`config.mk`:
```
export PLATFORM = sky130hd
export DESIGN_NAME = writeback_unit
export DESIGN_NICKNAME = d
export VERILOG_FILES = /design/src/rtl/writeback_unit.sv
export SDC_FILE = /design/constraint.sdc
export NUM_CORES = 1
export LEC_CHECK = 0
export CAP_MARGIN = 10
export CORE_MARGIN = 10
export CORE_UTILIZATION = 45
export CTS_CLUSTER_SIZE = 28
export DETAILED_ROUTE_END_ITERATION = 7
export GPL_TIMING_DRIVEN = 0
export PLACE_DENSITY = 0.81
export RECOVER_POWER = 100
export SYNTH_ARGS = -nofsm -noshare
export SYNTH_HDL_FRONTEND = slang
export SYNTH_SLANG_ARGS = --single-unit
```
`constraint.sdc`:
```
create_clock -name clk -period 14.9 [get_ports clk]
set_input_delay 2.235 -clock clk [delete_from_list [all_inputs] [get_ports clk]]
set_output_delay 2.235 -clock clk [all_outputs]
set_load 0.1 [all_outputs]
```
`src/rtl/writeback_unit.sv`:
```
// Writeback stage: captures one ALU result per handshake and commits it
// as a GPR write, a PC load, or a data-RAM store that waits for an ack.
module writeback_unit #(
    parameter int DATA_W      = 32,
    parameter int IDX_W       = 4,
    parameter int MEM_TIMEOUT = 15,
    parameter int RETIRE_W    = 16
) (
    input  logic                clk,
    input  logic                rst,
    input  logic                in_valid,
    output logic                in_ready,
    input  logic                store,
    input  logic                branch,
    input  logic [DATA_W-1:0]   alu_bus,
    input  logic [IDX_W-1:0]    dst_idx,
    input  logic [DATA_W-1:0]   st_addr,
    output logic                gpr_we,
    output logic [IDX_W-1:0]    gpr_idx,
    output logic [DATA_W-1:0]   gpr_wdata,
    output logic                pc_load,
    output logic [DATA_W-1:0]   pc_value,
    output logic                mem_req,
    output logic [DATA_W-1:0]   mem_addr,
    output logic [DATA_W-1:0]   mem_wdata,
    input  logic                mem_ack,
    output logic                err_timeout,
    output logic [RETIRE_W-1:0] retired
);

    typedef enum logic {S_IDLE, S_MEM_WAIT} state_t;

    localparam int TMR_W = $clog2(MEM_TIMEOUT + 1);
    // The last cycle of mem_req is the one where the timer reads LIMIT.
    localparam logic [TMR_W-1:0] LIMIT = TMR_W'(MEM_TIMEOUT - 1);

    state_t              r_state;
    logic [TMR_W-1:0]    r_timer;
    logic                r_gpr_we;
    logic [IDX_W-1:0]    r_gpr_idx;
    logic [DATA_W-1:0]   r_gpr_wdata;
    logic                r_pc_load;
    logic [DATA_W-1:0]   r_pc_value;
    logic                r_mem_req;
    logic [DATA_W-1:0]   r_mem_addr;
    logic [DATA_W-1:0]   r_mem_wdata;
    logic                r_err;
    logic [RETIRE_W-1:0] r_retired;

    logic w_idle;
    logic w_accept;
    logic w_route_pc;
    logic w_route_st;
    logic w_acked;
    logic w_commit;

    assign w_idle     = (r_state == S_IDLE);
    assign w_accept   = in_valid & w_idle;
    assign w_route_pc = ~store & branch;
    assign w_route_st = store & ~branch;
    assign w_acked    = (r_state == S_MEM_WAIT) & mem_ack;
    assign w_commit   = (w_accept & ~w_route_st) | w_acked;

    // Route FSM: issues the commit strobes and tracks the outstanding store.
    always_ff @(posedge clk or posedge rst) begin
        if (rst) begin
            r_state     <= S_IDLE;
            r_timer     <= '0;
            r_gpr_we    <= 1'b0;
            r_gpr_idx   <= '0;
            r_gpr_wdata <= '0;
            r_pc_load   <= 1'b0;
            r_pc_value  <= '0;
            r_mem_req   <= 1'b0;
            r_mem_addr  <= '0;
            r_mem_wdata <= '0;
            r_err       <= 1'b0;
        end else begin
            r_gpr_we  <= 1'b0;
            r_pc_load <= 1'b0;
            r_err     <= 1'b0;
            unique case (r_state)
                S_IDLE: begin
                    if (in_valid) begin
                        if (w_route_st) begin
                            r_mem_req   <= 1'b1;
                            r_mem_addr  <= st_addr;
                            r_mem_wdata <= alu_bus;
                            r_timer     <= '0;
                            r_state     <= S_MEM_WAIT;
                        end else if (w_route_pc) begin
                            r_pc_load  <= 1'b1;
                            r_pc_value <= alu_bus;
                        end else begin
                            r_gpr_we    <= 1'b1;
                            r_gpr_idx   <= dst_idx;
                            r_gpr_wdata <= alu_bus;
                        end
                    end
                end
                S_MEM_WAIT: begin
                    if (mem_ack) begin
                        r_mem_req <= 1'b0;
                        r_timer   <= '0;
                        r_state   <= S_IDLE;
                    end else if (r_timer == LIMIT) begin
                        r_mem_req <= 1'b0;
                        r_err     <= 1'b1;
                        r_timer   <= '0;
                        r_state   <= S_IDLE;
                    end else begin
                        r_timer <= r_timer + 1'b1;
                    end
                end
            endcase
        end
    end

    // Saturating count of committed operations.
    always_ff @(posedge clk or posedge rst) begin
        if (rst) begin
            r_retired <= '0;
        end else if (w_commit && !(&r_retired)) begin
            r_retired <= r_retired + 1'b1;
        end
    end

    assign in_ready    = w_idle;
    assign gpr_we      = r_gpr_we;
    assign gpr_idx     = r_gpr_idx;
    assign gpr_wdata   = r_gpr_wdata;
    assign pc_load     = r_pc_load;
    assign pc_value    = r_pc_value;
    assign mem_req     = r_mem_req;
    assign mem_addr    = r_mem_addr;
    assign mem_wdata   = r_mem_wdata;
    assign err_timeout = r_err;
    assign retired     = r_retired;

endmodule

```
==> flow_summary.toml <==
[run_status]
status = "complete, but fails checks"
failed_checks = "max-capacitance violations, max-slew violations"

[cts]
clkTransAtPathRegs_ns = 0.06
root_buffer = "clkbuf_16"
cts_buffer_depth = 2
cts-resized-gates = 0
cts_tree = "done"
cts_hold_buf = 0
htreeDepth = 4
clock_sinks = 157
worst_skew_pair.late_latency_ns = 0.41
cts_setup_buffers = 0
numCtsBuffers = 17

[power_and_ir_drop]
powerDensity_nw_per_um2 = 221
ir_worst_vdd_uv = 155
finalPower_mw = 2.03
intPower_mw = 1.02
seqPwrFrac = 0.282
switchingPower_mw = 1.01
switching_share = 0.499
power_leakage_nw = 4.02
pwr-share-clk = 0.225
combPwrFrac = 0.493

[synth]
yosys.area_share.simple = 0.0512
synth_fa_ha_area_frac = 0.0123
synth_cells = 392
synth_top_family_by_area = "multiplexers"
ys_types = 32
synth_warnings = 0
synthArstFlopShare = 1.00
ys_seq_area_frac = 0.643
synth_top_area_share = 0.643
synth_compound_area_frac = 0.0135
synth-main-ff-cell = "dfrtp_1"
netlist_area_sq_um = 6110
muxShareOfSynthArea = 0.245
synth.net_count = 472
syn_avg_cell_area_sq_um = 15.6
synth-seq-cells = 157
synth_xor_area_frac = 0.0201
netlist_top_cells_area = "dfrtp_1 64%, mux2_2 25%, xor2_1 1.7%"
yosys.area.top_type = "dfrtp_1"
synth_edf_count = 0

[critical_path]
endpoint_kind = "async pin"
cpMaxStageDelayCell = "clkbuf_1"
crit_family = "buffers and inverters"
crit_fanout = 81
path_cells = "dlygate4sd3_1 -> clkinvlp_2 -> clkbuf_1"
crit_buf_inv = 3
worst-r2r-cell-count = 5
crit_path_start_kind = "primary input"
crit_path_end = "gpr_wdata[4]$_DFFE_PP0P_"
r2r_slack_ns = 12.39
worst-path-stages = 3
r2r_start = "r_state$_DFF_PP0_"
slowest_delay_ns = 2.83
timing.rr.end = "gpr_wdata[11]$_DFFE_PP0P_"
crit_required_ns = 14.53
crit_type = "in2async"
arrival_ns = 7.65
startpoint = "rst"

[sta]
maxSlewHeadroom = -1.58
drv_slew = 160
hold_slack_ns = 0.488
grt_setup_unrepaired = "no"
final_hold_viol_count = 0
fin_crit_ns = 8.02
fin_worst_skew_ns = 0.00435
postLayoutSetupSlackWorst_ns = 6.88
clock.fmax_mhz = 125
period_share = 0.538
finalSetupViolCount = 0
worst_slew_pin_slew_ns = 3.87
setup_tns_ns = 0

[layout]
utilization = 0.691
multi_input_area_sq_um = 2070
fin_area_sq_um = 9190
fin_cells = 827
fill_cells = 940
area_growth_pct = 50.4
seqCellArea_sq_um = 3930
drive_gt1_frac = 0.255
nets = 718

[place]
gp_congestion = 0.812
place_hpwl_mm = 12.4
port-buffer-count = 226
postPlaceCellArea_sq_um = 8630
pre_cts_ws_ns = 10.47
placed_cells_incl_taps = 795

[global_route]
grt_pass1_vias = 4384
antenna_found_initial = 1
grt.overflow.total = 0
grt_util_all_layers = 0.173
grt_max_degree = 82
grt_pass1_wl_mm = 24.7

[routing]
drc_errors = 0
drt_first_pass_iters = 4
dr.first_iter.drc_count = 125
postRouteAntennaNets = 0
vias = 4159
viasPerCell = 5.03
wl_per_cell_um = 19.6
routed_wirelength_mm = 16.2

[floorplanning]
io_pins = 227
die_area_sq_um = 18600
core_sq_um = 13300
fp.dieW_um = 137
initial_utilization = 0.460
chipHeight_um = 137
rows = 42

[flow_run]
cap_viol_max_count = 2

[worst_hold_path]
hold_class = "reg2reg"
-- area by class of cell --
class,instances,share of cell area
clock inverter,11,0.0180
tap,176,0.0240
inverter,6,0.00259
antenna,1,0.000272
sequential,157,0.427
clock buffer,20,0.0508
multi-input combinational,215,0.225
timing repair buffer,227,0.246
buffer,14,0.00572
-- placed cells by master, fill, tap and decap left out, types with 5 or more instances in the layout --
cell	instances
dlygate4sd3_1	157
clkbuf_1	15
ha_1	6
nand2_1	12
inv_1	5
nand3_1	8
clkdlybuf4s50_1	69
dfrtp_1	157
clkbuf_16	17
nor3_1	7
mux2_2	131
xor2_1	12
-- power groups by stage --
| stage | Combinational, mW | Sequential (mW) | Clock (mW) |
|---|---|---|---|
| finish | 1.00 | 0.572 | 0.457 |
| global route | 1.03 | 0.585 | 0.485 |
| CTS | 1.05 | 0.577 | 0.467 |
| detailed placement | 1.04 | 0.583 | 0 |
| global placement | 1.03 | 0.577 | 0 |
| floorplan | 0.111 | 1.25 | 0 |
-- kinds of logic after synthesis --
family                   after synthesis
flip-flops                           157
buffers and inverters                 20
multiplexers                         133
AND/OR/NAND/NOR                       50
adder cells (fa/ha/maj)                6
AO/OA/AOI/OAI                         12
XOR/XNOR                              14
-- cell usage after synthesis, drive strengths merged, types with 2 or more instances --
master,count
inv,6
xnor2,2
nand2,12
nor4,2
dfrtp,157
nor3,7
xor2,12
nand4,3
a21oi,4
nor4b,4
buf,14
ha,6
mux2,133
o21ai,3
and2,2
nor2,4
nand3,8
-- metal layers --
metal	GRT usage	routed length [um]
met1	0.189	5880
met2	0.297	8490
met3	0.0583	1370
met4	0.0817	461
met5	0	0
-- state kept, by name (all words and copies together), names as in the netlist, 4 cells and up --
| register | count |
|---|---|
| mem_addr | 32 |
| mem_wdata | 32 |
| retired | 16 |
| gpr_idx | 4 |
| r_timer | 4 |
| pc_value | 32 |
| gpr_wdata | 32 |
-- worst min path at each step --
| stage | start | endpoint | slack, ns | depth (start not counted) |
|---|---|---|---|---|
| after floorplan | r_timer[3]$_DFFE_PP0P_ | r_timer[3]$_DFFE_PP0P_ | 0.50 | 2 |
| after global placement | retired[11]$_DFFE_PP0P_ | retired[11]$_DFFE_PP0P_ | 0.48 | 1 |
| after detailed placement | retired[15]$_DFFE_PP0P_ | retired[15]$_DFFE_PP0P_ | 0.49 | 1 |
| after CTS | retired[11]$_DFFE_PP0P_ | retired[11]$_DFFE_PP0P_ | 0.50 | 1 |
| after global routing | pc_value[21]$_DFFE_PP0P_ | pc_value[21]$_DFFE_PP0P_ | 0.51 | 1 |
| final | retired[11]$_DFFE_PP0P_ | retired[11]$_DFFE_PP0P_ | 0.49 | 1 |
-- worst register-to-register path, cell delays in order, from the launching register on --
cell	delay (ns)
dfrtp_1	0.45
and2b_2	0.28
nor3b_1	0.20
clkbuf_1	0.46
clkbuf_1	0.58
mux2_2	0.41
Power figures use the tool's default switching activity.
